==> src/rtl/asyn_fifo_wr_arb.sv <==
// rtl/asyn_fifo_wr_arb.sv - burst write-port arbiter in front of an asyn_fifo write side
// Build option: define ASYN_FIFO_WR_ARB_PRIO_EN for fixed lowest-index-first priority;
// left undefined, arbitration is round-robin starting after the last granted requester.
module asyn_fifo_wr_arb #(
   parameter int D_BITS    = 8,
   parameter int N_REQ     = 4,
   parameter int MAX_BURST = 8
) (
   input  logic                      w_clk,
   input  logic                      w_rst,
   input  logic [N_REQ-1:0]          req_valid,
   input  logic [N_REQ-1:0]          req_last,
   input  logic [N_REQ*D_BITS-1:0]   req_data,
   output logic [N_REQ-1:0]          req_ready,
   output logic [N_REQ-1:0]          grant,
   input  logic                      w_full,
   output logic [D_BITS-1:0]         w_data,
   output logic                      w_inc,
   output logic                      busy
);

   localparam int IDX_W = (N_REQ > 1) ? $clog2(N_REQ) : 1;
   localparam int BEAT_W = $clog2(MAX_BURST + 1);
   localparam logic [IDX_W-1:0] IDX_MAX = IDX_W'(N_REQ - 1);
   localparam logic [BEAT_W-1:0] BEAT_LAST = BEAT_W'(MAX_BURST - 1);

   typedef enum logic {
      IDLE  = 1'b0,
      GRANT = 1'b1
   } state_t;

   state_t state_q;
   state_t state_d;

   logic [N_REQ-1:0]  grant_q;
   logic [IDX_W-1:0]  gidx_q;
   logic [IDX_W-1:0]  last_idx_q;
   logic [BEAT_W-1:0] beat_q;

   logic [IDX_W-1:0]  sel_idx;
   logic              any_valid;
   logic              xfer;
   logic              release_now;
   logic              start_grant;

   logic [D_BITS-1:0] data_arr [N_REQ];

   // Unpack the flat requester data bus so the granted word can be picked by index.
   genvar gi;
   generate
      for (gi = 0; gi < N_REQ; gi++) begin : g_unpack
         assign data_arr[gi] = req_data[gi*D_BITS +: D_BITS];
      end
   endgenerate

`ifdef ASYN_FIFO_WR_ARB_PRIO_EN
   // Fixed priority: lowest-index valid requester wins, history is irrelevant.
   function automatic logic [IDX_W-1:0] pick(input logic [N_REQ-1:0] v,
                                             input logic [IDX_W-1:0] last);
      logic [IDX_W-1:0] idx;
      logic [IDX_W-1:0] r;
      logic             hit;
      logic [IDX_W-1:0] unused_last;
      unused_last = last;
      idx = '0;
      r   = '0;
      hit = 1'b0;
      for (int k = 0; k < N_REQ; k++) begin
         if (!hit && v[idx]) begin
            hit = 1'b1;
            r   = idx;
         end
         if (idx != IDX_MAX) idx = idx + 1'b1;
      end
      return r;
   endfunction
`else
   // Round-robin: scan upward starting one past the last granted index, wrapping at N_REQ.
   function automatic logic [IDX_W-1:0] pick(input logic [N_REQ-1:0] v,
                                             input logic [IDX_W-1:0] last);
      logic [IDX_W-1:0] idx;
      logic [IDX_W-1:0] r;
      logic             hit;
      idx = last;
      r   = '0;
      hit = 1'b0;
      for (int k = 0; k < N_REQ; k++) begin
         if (idx == IDX_MAX) idx = '0;
         else                idx = idx + 1'b1;
         if (!hit && v[idx]) begin
            hit = 1'b1;
            r   = idx;
         end
      end
      return r;
   endfunction
`endif

   // Arbitration decision and transfer/release qualifiers for the current cycle.
   always_comb begin
      any_valid   = |req_valid;
      sel_idx     = pick(req_valid, last_idx_q);
      start_grant = (state_q == IDLE) && any_valid;
      xfer        = (state_q == GRANT) && req_valid[gidx_q] && !w_full;
      release_now = xfer && (req_last[gidx_q] || (beat_q == BEAT_LAST));
   end

   // State register.
   always_ff @(posedge w_clk or posedge w_rst) begin
      if (w_rst) state_q <= IDLE;
      else       state_q <= state_d;
   end

   // Next-state logic: enter GRANT on any request, leave on the releasing transfer.
   always_comb begin
      state_d = state_q;
      case (state_q)
         IDLE:    if (any_valid)   state_d = GRANT;
         GRANT:   if (release_now) state_d = IDLE;
         default: state_d = IDLE;
      endcase
   end

   // Grant vector, granted index and round-robin history.
   always_ff @(posedge w_clk or posedge w_rst) begin
      if (w_rst) begin
         grant_q    <= '0;
         gidx_q     <= '0;
         last_idx_q <= IDX_MAX;
      end else if (start_grant) begin
         grant_q    <= N_REQ'(1) << sel_idx;
         gidx_q     <= sel_idx;
         last_idx_q <= sel_idx;
      end else if (release_now) begin
         grant_q    <= '0;
      end
   end

   // Beat counter: cleared at grant, advanced per transfer, frozen on stalls and bubbles.
   always_ff @(posedge w_clk or posedge w_rst) begin
      if (w_rst) begin
         beat_q <= '0;
      end else if (start_grant || release_now) begin
         beat_q <= '0;
      end else if (xfer) begin
         beat_q <= beat_q + 1'b1;
      end
   end

   // Outputs: handshake and write port are combinational from the registered grant.
   always_comb begin
      grant     = grant_q;
      busy      = (state_q == GRANT);
      req_ready = '0;
      w_data    = '0;
      w_inc     = xfer;
      if (state_q == GRANT) begin
         req_ready = grant_q & {N_REQ{~w_full}};
         w_data    = data_arr[gidx_q];
      end
   end

endmodule
==> config.mk <==
export PLATFORM = sky130hd
export DESIGN_NAME = asyn_fifo_wr_arb
export DESIGN_NICKNAME = d
export VERILOG_FILES = /design/src/rtl/asyn_fifo_wr_arb.sv
export SDC_FILE = /design/constraint.sdc
export NUM_CORES = 1
export LEC_CHECK = 0
export ABC_AREA = 0
export BUFFER_PORTS_ARGS = -buffer_cell sky130_fd_sc_hd__buf_2
export CELL_PAD_IN_SITES_DETAIL_PLACEMENT = 2
export CELL_PAD_IN_SITES_GLOBAL_PLACEMENT = 2
export CORE_MARGIN = 10
export CORE_UTILIZATION = 26
export CTS_BUF_LIST = sky130_fd_sc_hd__clkbuf_4 sky130_fd_sc_hd__clkbuf_8
export DETAILED_ROUTE_END_ITERATION = 10
export GPL_TIMING_DRIVEN = 0
export HOLD_SLACK_MARGIN = 0.08
export MAX_ROUTING_LAYER = met4
export PLACE_DENSITY_LB_ADDON = 0.1
export RECOVER_POWER = 25
export SLEW_MARGIN = 20
export SYNTH_ARGS = -nofsm -noshare
export SYNTH_HDL_FRONTEND = slang
export SYNTH_SLANG_ARGS = --single-unit
==> constraint.sdc <==
create_clock -name w_clk -period 2.8 [get_ports w_clk]
set_input_delay 0.56 -clock w_clk [delete_from_list [all_inputs] [get_ports w_clk]]
set_output_delay 0.56 -clock w_clk [all_outputs]
set_load 0.01 [all_outputs]
==> results.toml <==
[floorplan]
fp.coreArea_um2 = 4120
row_count = 23
ios = 61
die_w_um = 86.0
dieArea_um2 = 7390
initial_core_util_pct = 27.5
die_y_um = 86.0

[final_layout]
insertedDiodeCount = 0
drive_above_1_share_pct = 46.7
layout.nets = 226
area_delta_synth_final_pct = 36.4
finalInstanceArea_um2 = 1540

[logic_synthesis]
synth_cell_types = 39
ys_ff_latch = 13
seq_area_frac_synth_pct = 29.0
ys.flop_type = "dfrtp_1"
yosysWarnings = 0
syn-num-nets = 161
synth_area_um2 = 1130
synthCells = 116
synth-async-reset-ratio_pct = 100
synth.top_cells.by_count = "and2_1, nor2_1, dfrtp_1"
yosysTopAreaCellShare_pct = 24.3
synthTopCellsByArea = "dfrtp_1, mux4_2, and2_1, dfstp_2, nor2_1"
synth_edf_count = 0
avgSynthCellArea_um2 = 9.75
synth_top_area_cell = "dfrtp_1"

[routing]
num_vias = 1205
routed_wl_um = 4270
wl_met1_um = 1660
drt_pass1_iterations = 2
antenna_left = 0
met2_length_um = 2320
routedWlPerCell_um = 18.6
wl_met3_um = 278
post-route-drc-count = 0
first_iter_violations = 33
top_layer = "met4"
avgViaCountPerCell = 5.24

[pwr]
leakage_nw = 0.745
report.power.total_w = 0.00158
power_density_nw_per_um2 = 1030
peakVddDrop_mv = 0.517

[global_route]
antenna_found_initial = 0
grt_max_degree = 14
track_usage_pct = 12.5
grt.overflow.total = 0
grt_pass1_wl_um = 7350
grt_pass1_vias = 1380

[outcome]
status = "finished, final reports clean"

[timing]
final-hold-violation-count = 0
setup_viol_count_final = 0
relSlewSlack_pct = 53.9
fin_crit_ns = 2.38
fin_skew_ns = 0.00287
finalSetupTns_ns = 0
rsz0062_at_grt = "no"
drv_slew = 0
fin_ws_ns = 0.423
fin_crit_sh_pct = 84.9
worstMarginPinSlew_ns = 0.685
clock.fmax_ghz = 0.421

[cts]
cts_made_buffers = 3
cts_buffer_depth = 2
cts.htree.levels = 1
worstSkewPairLatency_ns = 0.25
clock_sinks = 13
clk_pin_slew_ns = 0.06
clock-root-buffer = "clkbuf_8"
cts_tree = "built"
cts-resized-gates = 0
post_cts_buffers = 0
cts_hold_buf = 0

[placed_design]
place.gp.congestion = 0.781
place_hpwl_um = 3630
port_buffers = 60
postPlaceCellArea_um2 = 1490
pre_cts_ws_ns = 0.367

[setup_path]
rr_endpoint = "gidx_q[0]"
worstPathArrival_ns = 2.48
cp_max_fo = 10
endpoint_kind = "register"
worstRegToRegCells = 7
cp-endpoint = "gidx_q[0]"
start_kind = "register"
setup.worst_path.start = "last_idx_q[0]"
required_ns = 2.91
rrSetupSlack_ns = 0.42
crit_type = "reg2reg"
rr_startpoint = "last_idx_q[0]"

[flow_run]
maxCapViolations = 0

[worst_hold_path]
min_path_type = "in2async"
cell usage in the layout (no fill, tap or decap), drive strengths merged, types with 3 or more instances in the layout:
cell type / instances
nand2: 7
inv: 3
nor2: 13
nor3: 3
clkbuf: 6
a21o: 3
and2: 13
a21oi: 7
mux4: 10
buf: 64
a22oi: 3
dfrtp: 11
o21ai: 8
power breakdown:
group	switching, W	internal, W
clock network	0.0000725	0.000110
logic	0.000566	0.000509
registers	0.0000594	0.000267
total	0.000697	0.000886
routing by layer:
| layer | vias up | global-route usage [%] |
|---|---|---|
| met2 | 32 | 22.9 |
| met5 | - | - |
| li1 | 563 | - |
| met1 | 607 | 13.3 |
| met3 | 3 | 3.50 |
| met4 | 0 | 1.80 |
registers in the layout (all words and copies together), names as in the netlist:
name and count:
grant 4, gidx_q 2, beat_q 4, busy 1, last_idx_q 2
stage by stage:
| step | util, % | instances | hold slack, ns |
|---|---|---|---|
| final | 37.5 | 230 | 0.347 |
| after global routing | 37.5 | 230 | 0.389 |
| after CTS | 37.5 | 230 | 0.364 |
| after detailed placement | 36.3 | 226 | 0.508 |
| after global placement | 36.3 | 226 | 0.496 |
| after floorplan | - | 116 | 0.436 |
worst max-delay path, stage by stage (launching register included):
cell,delay (ns)
dfstp_2,0.60
ha_1,0.24
buf_2,0.18
a21o_1,0.17
a22oi_1,0.18
nor3_1,0.09
nor4_1,0.62
a21oi_1,0.15
how the worst min path moves through the flow:
stage	startpoint	to	slack, ns
final	w_rst	gidx_q[0]	0.35
after global routing	w_rst	busy	0.39
after floorplan	w_rst	beat_q[0]	0.44
after CTS	w_rst	beat_q[0]	0.36
after detailed placement	grant[2]	grant[2]	0.51
after global placement	grant[3]	grant[3]	0.50
final cells by class:
class / instances / area, um^2
tap: 50 / 62.6
fill: 492 / 2570
buffer: 6 / 36.3
sequential: 13 / 328
inverter: 3 / 11.3
clock buffer: 4 / 48.8
timing repair buffer: 60 / 300
multi-input combinational: 94 / 756
cell families after synthesis:
kind of cell / count (synthesis) / share of synthesized area [%]
AOI/OAI and AO/OA: 30 / 18.8
adders and majority gates: 2 / 2.21
buffers and inverters: 9 / 4.20
DFF: 13 / 29.0
muxes: 13 / 22.7
and+or+nand+nor: 49 / 23.1
(Power assumes the default switching activity.)
